$ cat config.mk
export PLATFORM = sky130hd
export DESIGN_NAME = regfile_scoreboard
export DESIGN_NICKNAME = d
export VERILOG_FILES = /design/src/rtl/regfile_scoreboard.sv
export SDC_FILE = /design/constraint.sdc
export NUM_CORES = 2
export LEC_CHECK = 0
export ABC_AREA = 1
export BUFFER_PORTS_ARGS = -buffer_cell sky130_fd_sc_hd__buf_4
export CORE_MARGIN = 3
export CORE_UTILIZATION = 25
export CTS_CLUSTER_DIAMETER = 80
export DETAILED_ROUTE_END_ITERATION = 10
export GPL_ROUTABILITY_DRIVEN = 0
export HOLD_SLACK_MARGIN = 0.12
export RECOVER_POWER = 50
export SYNTH_ARGS = -nofsm -noshare
export SYNTH_HDL_FRONTEND = slang
export SYNTH_SLANG_ARGS = --single-unit
$ cat constraint.sdc
create_clock -name clk -period 5.5 [get_ports clk]
set_input_delay 0 -clock clk [delete_from_list [all_inputs] [get_ports clk]]
set_output_delay 0 -clock clk [all_outputs]
set_load 0.05 [all_outputs]
$ cat src/rtl/regfile_scoreboard.sv
// regfile_scoreboard
//   Register file with a per-register pending (busy) scoreboard.
//   Reads are combinational, with a same-cycle write-through bypass for data
//   and busy. Writes take effect on the rising edge.
//   Parameters:
//     WID_DATA  register data width
//     WID_ADD   address width, NREG = 2**WID_ADD registers
//     ZERO_REG  1 = register 0 reads zero, ignores writes, never goes busy
//   Ports:
//     clk, rst                   clock, synchronous active-high reset
//     rs1, rs2 / rs1_out,rs2_out read addresses / combinational read data
//     rd, datain, regfilemux_sel writeback address, data, enable
//     iss_valid, iss_rd          issue strobe and destination (marks pending)
//     rs1_busy, rs2_busy, hazard source-pending flags, their OR
//     busy_cnt                   registered count of pending registers
module regfile_scoreboard #(
   parameter int WID_DATA = 32,
   parameter int WID_ADD  = 5,
   parameter int ZERO_REG = 1
) (
   input  logic                clk,
   input  logic                rst,
   input  logic [WID_ADD-1:0]  rs1,
   input  logic [WID_ADD-1:0]  rs2,
   output logic [WID_DATA-1:0] rs1_out,
   output logic [WID_DATA-1:0] rs2_out,
   input  logic [WID_ADD-1:0]  rd,
   input  logic [WID_DATA-1:0] datain,
   input  logic                regfilemux_sel,
   input  logic                iss_valid,
   input  logic [WID_ADD-1:0]  iss_rd,
   output logic                rs1_busy,
   output logic                rs2_busy,
   output logic                hazard,
   output logic [WID_ADD:0]    busy_cnt
);

   localparam int NREG = 2**WID_ADD;
   localparam bit ZR   = (ZERO_REG != 0);

   logic [NREG-1:0][WID_DATA-1:0] regs_q, regs_d;
   logic [NREG-1:0]               busy_q, busy_d;
   logic [WID_ADD:0]              busy_cnt_q, busy_cnt_d;

   // wb_act: writeback active this cycle (clears busy, drives bypass).
   // wr_en:  data actually written (register 0 excluded when hardwired).
   logic wb_act, wr_en, iss_en;
   logic rs1_zero, rs2_zero;

   always_comb begin
      wb_act   = regfilemux_sel && !rst;
      wr_en    = wb_act && !(ZR && rd == '0);
      iss_en   = iss_valid && !rst && !(ZR && iss_rd == '0);
      rs1_zero = ZR && rs1 == '0;
      rs2_zero = ZR && rs2 == '0;
   end

   // Read path: bypass only on a real (non-suppressed) write; register 0
   // never bypasses because wr_en is already low for it.
   always_comb begin
      rs1_out = regs_q[rs1];
      rs2_out = regs_q[rs2];
      if (rs1_zero)                rs1_out = '0;
      else if (wr_en && rd == rs1) rs1_out = datain;
      if (rs2_zero)                rs2_out = '0;
      else if (wr_en && rd == rs2) rs2_out = datain;
   end

   always_comb begin
      rs1_busy = busy_q[rs1] && !(wb_act && rd == rs1) && !rs1_zero;
      rs2_busy = busy_q[rs2] && !(wb_act && rd == rs2) && !rs2_zero;
      hazard   = rs1_busy || rs2_busy;
   end

   // Next state. Issue is applied after writeback clear so that issue wins
   // when both target the same register.
   always_comb begin
      regs_d = regs_q;
      busy_d = busy_q;
      if (rst) begin
         regs_d = '0;
         busy_d = '0;
      end else begin
         if (wr_en)  regs_d[rd] = datain;
         if (wb_act) busy_d[rd] = 1'b0;
         if (iss_en) busy_d[iss_rd] = 1'b1;
      end
      busy_cnt_d = '0;
      for (int i = 0; i < NREG; i++)
         busy_cnt_d = busy_cnt_d + (WID_ADD+1)'(busy_d[i]);
   end

   always_ff @(posedge clk) begin
      regs_q     <= regs_d;
      busy_q     <= busy_d;
      busy_cnt_q <= busy_cnt_d;
   end

   assign busy_cnt = busy_cnt_q;

endmodule

======== Yosys cells after proc, flatten, opt, wreduce, memory -nomap -nowiden ========
Index checks and enable logic that the tools add are counted.
storage, ports and cells
  register bits ........................... 1,062
  bits in latches ......................... 0
  memory bits (writable) .................. 0
  bits in read-only memories .............. 0
  input bits .............................. 56
  output and inout port bits .............. 73
  word-level logic and storage cells ...... 125
  memories ................................ 0
operators by class
  add/sub/neg operators ................... 31
  multipliers ............................. 0
  div/mod/pow operators ................... 0
  order comparisons ....................... 6
  eq/ne operators ......................... 2
  shift operators ......................... 0
  muxes and demuxes ....................... 23
  bitwise operators ....................... 3
  reductions and logical operators ........ 26
operators with widths
  operator              count
  $bwmux W1024          1
  $mux W32              11
  $bmux W32 S5          2
  $demux W32 S5         1
  $add A6 B1 Y6         26
  $and A32 B32 Y32      1
  $not A32 Y32          1
  $or A32 B32 Y32       1
  $lt A5 B6 Y1 const B  4
  $logic_not A5 Y1      4
  $logic_and A1 B1 Y1   14
  $bmux W1 S5           2
  $demux W1 S5          2
  $eq A5 B5 Y1          2
  $ge A5 B1 Y1 const B  2
  $logic_not A1 Y1      7
  $add A5 B1 Y6         1
  $add A4 B1 Y5         1
  $add A3 B1 Y4         1
  $mux W1               4
  $add A2 B1 Y3         1
  $add A1 B1 Y2         1
  $logic_or A1 B1 Y1    1

======== Depth between registers and ports, before layout ========
  depth in word-level cells ............... 42
  gate-level depth with buffers ........... 25
  mapped depth without buffers ............ 24

======== Worst setup path after synthesis ========
Ideal clock, no wire load.
  kind .................................... input to register
  start point ............................. input port rd[3]
  end point ............................... register busy_cnt_q[4], in the netlist busy_cnt[4]
  setup time .............................. 0.072 ns
  arrival time ............................ 4.953 ns
  required time ........................... 5.428 ns
  setup slack ............................. 0.475 ns
  stages on the path ...................... 20
  path buffers ............................ 2
  cells stage by stage .................... buf_2 > nor3_1 > nand2_1 > clkbuf_1 > o21ai_0 > nor2_1 > fa_1 > inv_1 > fa_1 > fa_1 > fa_1 > fa_1 > inv_1 > fa_1 > ha_1 > fa_1 > a21oi_1 > nor2_1 > nor2_1 > xnor2_1
between the ends
  word-level cells in the longest chain between the ends .. 42
  elaborated cells on any way between the ends .. 43
  classes of those cells .................. 31 x add/sub; 2 x order compare; 6 x mux; 3 x bitwise; 1 x reduce/logical
RTL lines
  what                                                                       line  source
  from (decl)                                                                27    input logic [WID_ADD-1:0] rd,
  $lt A5 B6 Y1 (not written as such) / $ge A5 B1 Y1 (equally long branches)  85    if (wb_act) busy_d[rd] = 1'b0;
  $logic_and A1 B1 Y1 (not written as such)                                  85
  $mux W1 (not written as such)                                              85
  $demux W1 S5 *                                                             85
  $not A32 Y32 (no source line) *                                            --
  $and A32 B32 Y32 (no source line) *                                        --
  $mux W32 *                                                                 85
  $mux W32 *                                                                 80    if (rst) begin
  [3 not listed]                                                             --
  via busy_d[0]                                                              42    logic [NREG-1:0] busy_q, busy_d;
  $add A1 B1 Y2 *                                                            90    busy_cnt_d = busy_cnt_d + (WID_ADD+1)'(busy_d[i]);
  $add A2 B1 Y3 *                                                            90
  $add A3 B1 Y4 *                                                            90
  $add A4 B1 Y5 *                                                            90
  $add A5 B1 Y6 *                                                            90
  $add A6 B1 Y6 * (26 in a row)                                              90
  via busy_cnt_d[4]                                                          43    logic [WID_ADD:0] busy_cnt_q, busy_cnt_d;
  to (signal assigned)                                                       96    busy_cnt_q <= busy_cnt_d;
  to (decl)                                                                  43
Mark *: on every way through the listed nets, which the timed path passes. The rest lies on a longest branch. The select of a mux whose other input is x is not followed.
A chain may end at the register's enable or synchronous reset.

======== Worst setup path in the final report ========
  start point ............................. input port iss_rd[2]
  end point ............................... register busy_cnt_q[4], in the netlist busy_cnt[4]
between the ends
  elaborated cells on any way between the ends .. 42
  classes of those cells .................. 31 x add/sub; 2 x order compare; 4 x mux; 1 x bitwise; 4 x reduce/logical
RTL lines
  what                                                                       line  source
  from (decl)                                                                31    input logic [WID_ADD-1:0] iss_rd,
  $lt A5 B6 Y1 (not written as such) / $ge A5 B1 Y1 (equally long branches)  86    if (iss_en) busy_d[iss_rd] = 1'b1;
  $logic_and A1 B1 Y1 (not written as such)                                  86
  $mux W1 (not written as such)                                              86
  $demux W1 S5                                                               86
  $or A32 B32 Y32 (no source line)                                           --
  $mux W32 *                                                                 86
  $mux W32 *                                                                 80
  via busy_d[9]                                                              42
  $add A6 B1 Y6 * (23 in a row)                                              90
  via busy_cnt_d[4]                                                          43
Mark *: on every way through the listed nets, which the timed path passes. The rest lies on a longest branch.

==> flow_metrics.py <==
metrics = {
    "run_status": {
        "outcome": "complete, but fails checks",
        "violations": "max-capacitance violations, max-slew violations",
    },
    "critical_path": {
        "slowest_delay_ns": 0.57,
        "required_ns": 6.18,
        "cpMaxStageDelayCell": "dlygate4sd3_1",
        "crit_path_start_kind": "input port",
        "cp_cell_sequence": "dlygate4sd3_1, buf_4, nor3_1, dlygate4sd3_1, buf_4, nand2_1, a21oi_1, inv_1, fa_1, fa_1, fa_1, fa_1, fa_1, inv_1, fa_1, ha_2, fa_2, a21oi_1, nor2_1, nor2_1, xnor2_1",
        "critPathMaxFanout": 5,
        "cpMostUsedCell": "fa_1",
        "cp-end-kind": "flip-flop",
        "worstPathArrival_ns": 5.95,
        "critPathKind": "input port to flip-flop",
    },
    "routing": {
        "firstDrtPassIters": 6,
        "ant_nets": 0,
        "vias": 61360,
        "detail_route.wl_per_cell_um": 20.78,
        "avgViaCountPerCell": 5.225,
        "drt-total-wl_um": 244100,
        "drt_iter0_markers": 8360,
        "drc": 0,
    },
    "synthesis": {
        "synth_flop_cell": "dfxtp_1",
        "syn_inst": 9014,
        "yosys_warnings": 0,
        "async_reset_ff_frac": 0,
        "synth_fp_nets": 9101,
        "synth.cell_area_mm2": 0.05786,
        "synth.distinct_cells": 34,
        "synth-seq-area-share": 0.3674,
        "ys_ff_latch": 1062,
        "syn_avg_cell_area_um2": 6.419,
        "synth_enable_flop_cells": 0,
    },
    "clock_network": {
        "ctsHtreeMaxLevel": 4,
        "clk_latency_ns": 0.77,
        "clk_pin_slew_ns": 0.07,
        "cts_tree": "done",
        "root_buffer": "clkbuf_16",
        "cts.sinks": 1062,
        "cts_inserted_buffers": 130,
        "clk_path_buf_depth": 3,
    },
    "floorplan": {
        "die_h_um": 487.1,
        "core-area_mm2": 0.2288,
        "num_rows": 175,
        "initial_utilization": 0.2529,
        "die_w_um": 487.1,
        "io_pins": 129,
        "die-area_mm2": 0.2373,
    },
    "global_route": {
        "grt_max_degree": 273,
        "first_global_vias": 55190,
        "track_usage": 0.1972,
        "grt_pass1_wl_um": 361500,
        "overflow": 0,
        "antenna_found_initial": 13,
    },
    "timing": {
        "fin_ws_ns": 0.2301,
        "worst_slew_pin_slew_ns": 4.072,
        "relSlewSlack": -1.715,
        "period_minus_slack_ns": 5.270,
        "timing.fmax_mhz": 189.8,
        "setup_violations": 0,
        "whs_ns": 0.1784,
        "rsz0062_at_grt": "false",
        "fin_crit_sh": 0.9582,
        "hold_viol": 0,
        "drv_slew": 1822,
        "fin_skew_ns": 0.02325,
        "tns_ns": 0,
    },
    "final_layout": {
        "drive_gt1_frac": 0.06488,
        "multiInputGateArea_mm2": 0.03026,
        "regArea_mm2": 0.02126,
        "area_growth_pct": 12.99,
        "fin_nets": 8719,
        "design_area_mm2": 0.06538,
        "num-fill-cells": 25130,
    },
    "job": {
        "cap_violations": 44,
    },
    "placement": {
        "dp_hpwl_um": 134000,
        "numPortBuffers": 128,
        "postPlaceCellArea_mm2": 0.06076,
        "dpl_worst_slack_ns": 0.1109,
    },
    "worst_hold_path": {
        "min-delay-path-class": "input port to flip-flop",
    },
    "power": {
        "p_leak_nw": 25.99,
        "peakVddDrop_mv": 0.2536,
        "p_per_area_mw_per_mm2": 293.4,
    },
}
-- cells in the mapped netlist (5+ instances only) --
| library cell | count | share of area |
|---|---|---|
| fa_1 | 24 | 0.0083 |
| buf_1 | 78 | 0.0051 |
| nand3_1 | 972 | 0.084 |
| nand4_1 | 5 | 0.00054 |
| o211ai_1 | 272 | 0.035 |
| o21ai_0 | 1434 | 0.12 |
| inv_1 | 751 | 0.049 |
| or2_2 | 63 | 0.0068 |
| nor3_1 | 16 | 0.0014 |
| o21ai_1 | 39 | 0.0034 |
| ha_1 | 7 | 0.0015 |
| xor2_1 | 6 | 0.00091 |
| nand2_1 | 1692 | 0.11 |
| nor2_4 | 11 | 0.0021 |
| a21oi_1 | 1295 | 0.11 |
| clkbuf_1 | 632 | 0.041 |
| buf_2 | 153 | 0.013 |
| dfxtp_1 | 1062 | 0.37 |
| inv_2 | 20 | 0.0013 |
| nor2_2 | 17 | 0.0018 |
| nor2_1 | 450 | 0.029 |
-- logic make-up after synthesis --
logic type	after synthesis	synth area share
buffers and inverters	1636	0.1095
adders and majority gates	31	0.009817
AOI/OAI and AO/OA	3045	0.2753
xor gates and xnor gates	7	0.001060
DFF	1062	0.3674
and+or+nand+nor	3233	0.2369
-- metrics by stage --
stage               power (mW)  instances  utilization
floorplan                9.571       9014            -
global placement         10.45      11440       0.2656
detailed placement       10.45      11440       0.2656
CTS                      19.23      11730       0.2871
global route             19.75      11740       0.2857
finish                   19.19      11740       0.2857
-- critical path: cells and delay by family --
kind / cells / cell delay, ns
AO/OA/AOI/OAI: 2 / 0.32
AND/OR/NAND/NOR: 4 / 0.36
XOR/XNOR: 1 / 0.13
adder cells (fa/ha/maj): 8 / 3.56
buffers and inverters: 6 / 1.56
-- path summary, 6_finish.rpt --
check | start | end | slack (ns) | cells past startpoint
worst max-delay path | iss_rd[2] | busy_cnt[4]$_DFF_P_ | 0.23 | 21
worst min-delay path | datain[3] | regs_q[67]$_SDFFE_PP0P_ | 0.18 | 3
worst max register to register | busy_q[23]$_DFF_P_ | busy_cnt[4]$_DFF_P_ | 0.53 | 18
worst min register to register | regs_q[7]$_SDFFE_PP0P_ | regs_q[7]$_SDFFE_PP0P_ | 0.44 | 2
-- layer usage --
metal / wire length [um] / vias to the layer above / global-route usage
met5: 13 / - / 0
met2: 104000 / 3208 / 0.3016
met4: 12850 / 2 / 0.09266
met3: 23830 / 573 / 0.03236
li1: - / 29290 / -
met1: 103300 / 28290 / 0.2694
-- sequential cells by signal (all words and copies together), names as in the netlist --
| name | count |
|---|---|
| busy_cnt | 6 |
| regs_q | 1024 |
| busy_q | 32 |
-- cell usage in the layout, fill, tap and decap left out, types with 4 or more instances in the layout --
cell type / n
o21ai_1: 16
xor2_1: 6
o21ai_0: 1457
inv_1: 752
a21oi_1: 1294
buf_12: 14
inv_8: 4
clkbuf_16: 134
buf_4: 218
nand2_2: 4
clkbuf_2: 19
fa_1: 23
clkbuf_8: 33
nor2_1: 464
clkinv_2: 16
dfxtp_1: 1062
nand3_1: 973
or2_2: 63
dlygate4sd3_1: 61
ha_1: 6
bufinv_16: 8
clkbuf_1: 54
nor3_1: 16
nand4_1: 5
nand2_1: 1689
diode_2: 10
inv_6: 6
inv_2: 13
o211ai_1: 272
nor2_4: 13
-- final cells by class --
class	instances	area share
inverter	772	0.04497
tap	3009	0.05758
sequential	1062	0.3252
timing repair buffer	350	0.04327
clock buffer	191	0.05946
antenna	10	0.0003827
multi-input combinational	6316	0.4628
clock inverter	33	0.006353
-- where the power goes --
part | internal (mW) | total [mW] | switching (mW)
combinational | 0.664 | 2.58 | 1.92
clock | 5.26 | 8.81 | 3.55
sequential | 7.75 | 7.79 | 0.0355
-- repair_timing --
| action | in CTS | in global routing |
|---|---|---|
| setup buffers | 0 | 5 |
| hold endpoints to repair | 953 | 0 |
| resized for setup | 0 | 5 |
| setup endpoints to repair | 0 | 3 |
| hold buffers | 62 | 0 |
Note: power is estimated with default switching activity, not from simulation.
